[src/rtl/commit_trace_buffer.sv]
// commit_trace_buffer
// Queues architectural commit events (GRF writes from W, DM writes from M) in
// program order for a downstream consumer. The core is never stalled: events
// that find no free slot are dropped and counted.

module commit_trace_buffer #(
    parameter int DEPTH = 16
) (
    input  logic                       clk,
    input  logic                       reset,
    input  logic                       grf_we,
    input  logic [31:0]                grf_pc,
    input  logic [4:0]                 grf_addr,
    input  logic [31:0]                grf_wd,
    input  logic                       dm_we,
    input  logic [31:0]                dm_pc,
    input  logic [31:0]                dm_addr,
    input  logic [31:0]                dm_wd,
    output logic                       tr_valid,
    input  logic                       tr_ready,
    output logic                       tr_type,
    output logic [31:0]                tr_pc,
    output logic [31:0]                tr_addr,
    output logic [31:0]                tr_data,
    output logic [$clog2(DEPTH):0]     level,
    output logic                       overflow,
    output logic [15:0]                drop_cnt
);

    localparam int AW = $clog2(DEPTH);
    localparam int LW = AW + 1;
    localparam int EW = 97;
    localparam logic [LW:0] FREE_FULL = (LW + 1)'(DEPTH);
    localparam logic [LW:0] FREE_ONE  = (LW + 1)'(1);
    localparam logic [LW:0] FREE_TWO  = (LW + 1)'(2);

    // Entry layout: {type, pc, addr, data}
    logic [EW-1:0] mem_q [DEPTH];

    logic [AW-1:0] wr_ptr_q, wr_ptr_d;
    logic [AW-1:0] rd_ptr_q, rd_ptr_d;
    logic [LW-1:0] level_q, level_d;
    logic          overflow_q, overflow_d;
    logic [15:0]   drop_cnt_q, drop_cnt_d;

    logic          grf_ev, dm_ev, pop;
    logic [LW:0]   free_slots;
    logic [1:0]    n_push, n_drop;
    logic          wr0_en, wr1_en;
    logic [AW-1:0] wr1_ptr;
    logic [EW-1:0] grf_entry, dm_entry, wr0_entry, wr1_entry;
    logic [16:0]   drop_sum;
    logic [EW-1:0] head;

    assign tr_valid = (level_q != '0);
    assign head     = mem_q[rd_ptr_q];
    assign tr_type  = head[96];
    assign tr_pc    = head[95:64];
    assign tr_addr  = head[63:32];
    assign tr_data  = head[31:0];
    assign level    = level_q;
    assign overflow = overflow_q;
    assign drop_cnt = drop_cnt_q;

    // Admission: GRF (older) claims a slot before DM; a pop frees a slot this cycle.
    always_comb begin
        grf_ev     = grf_we && (grf_addr != 5'd0);
        dm_ev      = dm_we;
        pop        = tr_valid && tr_ready;
        free_slots = FREE_FULL - {1'b0, level_q} + {{LW{1'b0}}, pop};
        grf_entry  = {1'b0, grf_pc, {27'b0, grf_addr}, grf_wd};
        dm_entry   = {1'b1, dm_pc, dm_addr, dm_wd};
        n_push     = 2'd0;
        n_drop     = 2'd0;
        wr0_en     = 1'b0;
        wr1_en     = 1'b0;
        wr0_entry  = grf_entry;
        wr1_entry  = dm_entry;
        wr1_ptr    = wr_ptr_q + AW'(1);

        if (grf_ev && dm_ev) begin
            if (free_slots >= FREE_TWO) begin
                n_push = 2'd2;
                wr0_en = 1'b1;
                wr1_en = 1'b1;
            end else if (free_slots == FREE_ONE) begin
                n_push = 2'd1;
                n_drop = 2'd1;
                wr0_en = 1'b1;
            end else begin
                n_drop = 2'd2;
            end
        end else if (grf_ev || dm_ev) begin
            wr0_entry = grf_ev ? grf_entry : dm_entry;
            if (free_slots != '0) begin
                n_push = 2'd1;
                wr0_en = 1'b1;
            end else begin
                n_drop = 2'd1;
            end
        end

        wr_ptr_d   = wr_ptr_q + AW'(n_push);
        rd_ptr_d   = rd_ptr_q + AW'(pop);
        level_d    = level_q + LW'(n_push) - LW'(pop);
        drop_sum   = {1'b0, drop_cnt_q} + 17'(n_drop);
        drop_cnt_d = drop_sum[16] ? 16'hFFFF : drop_sum[15:0];
        overflow_d = overflow_q | (n_drop != 2'd0);
    end

    // Pointer, occupancy and drop-statistics registers.
    always_ff @(posedge clk or negedge reset) begin
        if (!reset) begin
            wr_ptr_q   <= '0;
            rd_ptr_q   <= '0;
            level_q    <= '0;
            overflow_q <= 1'b0;
            drop_cnt_q <= '0;
        end else begin
            wr_ptr_q   <= wr_ptr_d;
            rd_ptr_q   <= rd_ptr_d;
            level_q    <= level_d;
            overflow_q <= overflow_d;
            drop_cnt_q <= drop_cnt_d;
        end
    end

    // Entry storage: up to two adjacent slots written per cycle, contents not reset.
    always_ff @(posedge clk) begin
        if (wr0_en) mem_q[wr_ptr_q] <= wr0_entry;
        if (wr1_en) mem_q[wr1_ptr]  <= wr1_entry;
    end

endmodule

[config.mk]
export PLATFORM = sky130hd
export DESIGN_NAME = commit_trace_buffer
export DESIGN_NICKNAME = d
export VERILOG_FILES = /design/src/rtl/commit_trace_buffer.sv
export SDC_FILE = /design/constraint.sdc
export NUM_CORES = 2
export LEC_CHECK = 0
export BUFFER_PORTS_ARGS = -buffer_cell sky130_fd_sc_hd__buf_2
export CAP_MARGIN = 20
export CORE_MARGIN = 3
export CORE_UTILIZATION = 30
export CTS_BUF_LIST = sky130_fd_sc_hd__clkbuf_4 sky130_fd_sc_hd__clkbuf_8
export DETAILED_ROUTE_END_ITERATION = 10
export PLACE_DENSITY = 0.41
export SETUP_SLACK_MARGIN = 0.1
export SKIP_CTS_REPAIR_TIMING = 1
export SKIP_LAST_GASP = 1
export SLEW_MARGIN = 20
export SYNTH_ARGS = -nofsm -noshare
export SYNTH_HDL_FRONTEND = slang
export SYNTH_SLANG_ARGS = --single-unit
[constraint.sdc]
create_clock -name clk -period 14.2 [get_ports clk]
set_input_delay 0.71 -clock clk [delete_from_list [all_inputs] [get_ports clk]]
set_output_delay 0.71 -clock clk [all_outputs]
set_load 0.02 [all_outputs]
==> results.sh <==
export IMPL_cts_buffer_depth=4
export IMPL_path_class="reg2reg"
export IMPL_clkSlewWorstSetupHoldPaths_ns=0.06
export IMPL_min_path_type="in2reg"
export IMPL_drv_cap=0
export IMPL_met1_usage_pct=31.0
export IMPL_ir_drop_mv=0.144
export IMPL_rows=184
export IMPL_slew_headroom_pct=21.0
export IMPL_placed_cells=7878
export IMPL_cts_max_level=5
export IMPL_setup_ws_ns=7.78
export IMPL_p_clk_share_pct=25.0
export IMPL_wl_mm=301
export IMPL_viasPerCell=5.69
export IMPL_setup_violations=0
export IMPL_p_switching_mw=6.76
export IMPL_busiest_layer="met2"
export IMPL_whs_ns=0.0848
export IMPL_switching_share_pct=37.7
export IMPL_met3_usage_pct=4.22
export IMPL_die_w_um=509
export IMPL_min_from="tr_ready"
export IMPL_synth_main_ff_cell="edfxtp_1"
export IMPL_vias=48016
export IMPL_ant_nets=0
export IMPL_nNetsFinal=5039
export IMPL_layout_commonest_cell="edfxtp_1"
export IMPL_dr_first_iter_drc_count=4701
export IMPL_placed_area_um2=80600
export IMPL_netlist_area_um2=76000
export IMPL_port_buffers=289
export IMPL_finalCritPeriodShare_pct=45.2
export IMPL_grt_pass1_vias=49666
export IMPL_final_area_um2=86500
export IMPL_p_int_mw=11.2
export IMPL_drc=0
export IMPL_numCtsBuffers=316
export IMPL_finalHoldViolations=0
export IMPL_finalMaxSlewViolations=0
export IMPL_path_max_fanout=43
export IMPL_power_density_nw_per_um2=207
export IMPL_yosys_cell_types_count=56
export IMPL_synth_warnings=0
export IMPL_dp_slack_ns=7.87
export IMPL_grt_max_degree=97
export IMPL_overflow=0
export IMPL_dr_pass1_iters=6
export IMPL_synth_top_area_share_pct=60.7
export IMPL_skew_ns=0.126
export IMPL_start_util_pct=30.2
export IMPL_synth_edf_count=1536
export IMPL_track_usage_pct=22.8
export IMPL_worst_r2r_endpoint="mem_q[12][43]"
export IMPL_final_layout_size_suffix_gt1_share_pct=28.4
export IMPL_grtUsageMet2_pct=36.9
export IMPL_fmax_mhz=156
export IMPL_seqPwrFrac_pct=36.7
export IMPL_final_cell_mix="1536 x edfxtp_1, 552 x a22o_1, 485 x mux4_2"
export IMPL_fin_cells=8443
export IMPL_synth_seq_cells=1582
export IMPL_rsz0062_at_grt="false"
export IMPL_die_area_um2=259000
export IMPL_p_leak_nw=28.5
export IMPL_post_route_min_period_ns=6.42
export IMPL_insertion_delay_ns=1.08
export IMPL_r2r_slack_ns=7.78
export IMPL_synth_async_reset_ratio_pct=1.90
export IMPL_end_kind="flop"
export IMPL_syn2layout_area_growth_pct=13.8
export IMPL_chipHeight_um=509
export IMPL_grt_pass1_wl_mm=417
export IMPL_r2r_start="level[3]"
export IMPL_synthTopCellsByArea="edfxtp_1 61%, mux4_2 14%, a22o_1 6.4%"
export IMPL_synth_fp_nets=4934
export IMPL_yosys_area_top_type="edfxtp_1"
export IMPL_worstMarginPinSlew_ns=1.19
export IMPL_io_pins=290
export IMPL_timing_setup_tns_ns=0
export IMPL_wl_per_cell_um=35.6
export IMPL_cp_required_ns=14.87
export IMPL_core_area_um2=252000
export IMPL_yosysSeqAreaShare_pct=62.1
export IMPL_syn_inst=4745
export IMPL_avgSynthCellArea_um2=16.0
export IMPL_hold_depth=4
export IMPL_hpwlAfterDp_mm=158
export IMPL_cp_start_kind="flop"
export IMPL_worst_r2r_path_depth=16
export IMPL_cts_tree="yes"
export IMPL_combPwrFrac_pct=38.3
export IMPL_cp_data_arrival_time_ns=7.09
export IMPL_cts_root_buf="clkbuf_8"
export IMPL_min_to="rd_ptr_q[0]"
export IMPL_cts_sinks=1582
export IMPL_gp_congestion=0.761
export IMPL_status="finished clean"
export IMPL_antenna_found_initial=74
## worst max-delay path, stage by stage, from the launching register on
cell and delay, ns:
dfrtp_1 0.42, inv_1 0.18, ha_1 0.23, or4b_2 0.61, nand2_1 0.11, ha_1 0.22
inv_1 0.06, ha_1 0.25, nor3b_1 0.18, o21a_1 0.15, o21ai_2 0.13, buf_4 0.34
nand3_2 0.11, buf_4 0.34, o21ai_4 0.70, buf_4 0.84, buf_4 0.81
## sequential cells by signal, indices dropped and copies added (netlist names)
| name | count |
|---|---|
| overflow | 1 |
| level | 5 |
| wr_ptr_q | 4 |
| drop_cnt | 16 |
| rd_ptr_q | 4 |
| mem_q | 1552 |
## power groups by stage
stage,logic [mW],registers [mW],clock network [mW]
2_1_floorplan,4.20,6.73,0
3_5_place_dp,6.95,6.68,0
5_1_grt,7.19,6.65,4.81
6_report,6.86,6.58,4.49
4_1_cts,6.97,6.59,4.61
3_3_place_gp,6.94,6.67,0
## metal layers
metal | part of all wire (%) | vias up
li1 | - | 19550
met1 | 43 | 25945
met2 | 48 | 1900
met3 | 6.2 | 587
met4 | 3.1 | 34
met5 | 0.072 | -
## synthesized netlist by cell type, types with 23 or more instances
cell and instances:
inv_1 156, edfxtp_1 1536, buf_2 89, o21ai_0 23, nor3b_1 30, mux4_2 485
nand2_1 105, o2bb2ai_1 483, and2_1 405, clkbuf_1 432, dfrtp_1 30, buf_1 98
o32ai_1 70, buf_4 25, a22o_1 552
## how the worst max path moves through the flow
stage	from	endpoint	slack, ns	depth (start not counted)
3_3_place_gp	level[3]	mem_q[12][94]	7.74	16
3_5_place_dp	level[3]	mem_q[12][44]	7.87	16
5_1_grt	level[3]	mem_q[12][89]	7.49	16
2_1_floorplan	level[3]	mem_q[12][0]	3.35	14
4_1_cts	level[3]	mem_q[10][66]	7.76	16
6_report	level[3]	mem_q[12][43]	7.78	16
## per-stage QoR
stage          util (%)  total power, mW
2_1_floorplan         -             10.9
3_3_place_gp       32.0             13.6
3_5_place_dp       32.0             13.6
4_1_cts            34.3             18.2
5_1_grt            34.3             18.7
6_report           34.4             17.9
## cell type report
type	count	area, um2
diodes	31	77.6
flip-flops and latches	1582	47200
well taps	3348	4190
multi-input cells	2362	26000
fillers	24070	165000
clock inverters	110	566
inverters	157	589
clock buffers	422	5210
repair buffers	431	2630
## logic make-up after synthesis
logic type               after synthesis  synth area share [%]
flip-flops                          1582                  62.1
AO/OA/AOI/OAI                       1188                  13.5
buffers and inverters                801                  4.23
AND/OR/NAND/NOR                      639                  5.01
multiplexers                         498                  14.6
adder cells (fa/ha/maj)               19                 0.343
XOR/XNOR                              18                 0.208
(Power assumes the default switching activity.)
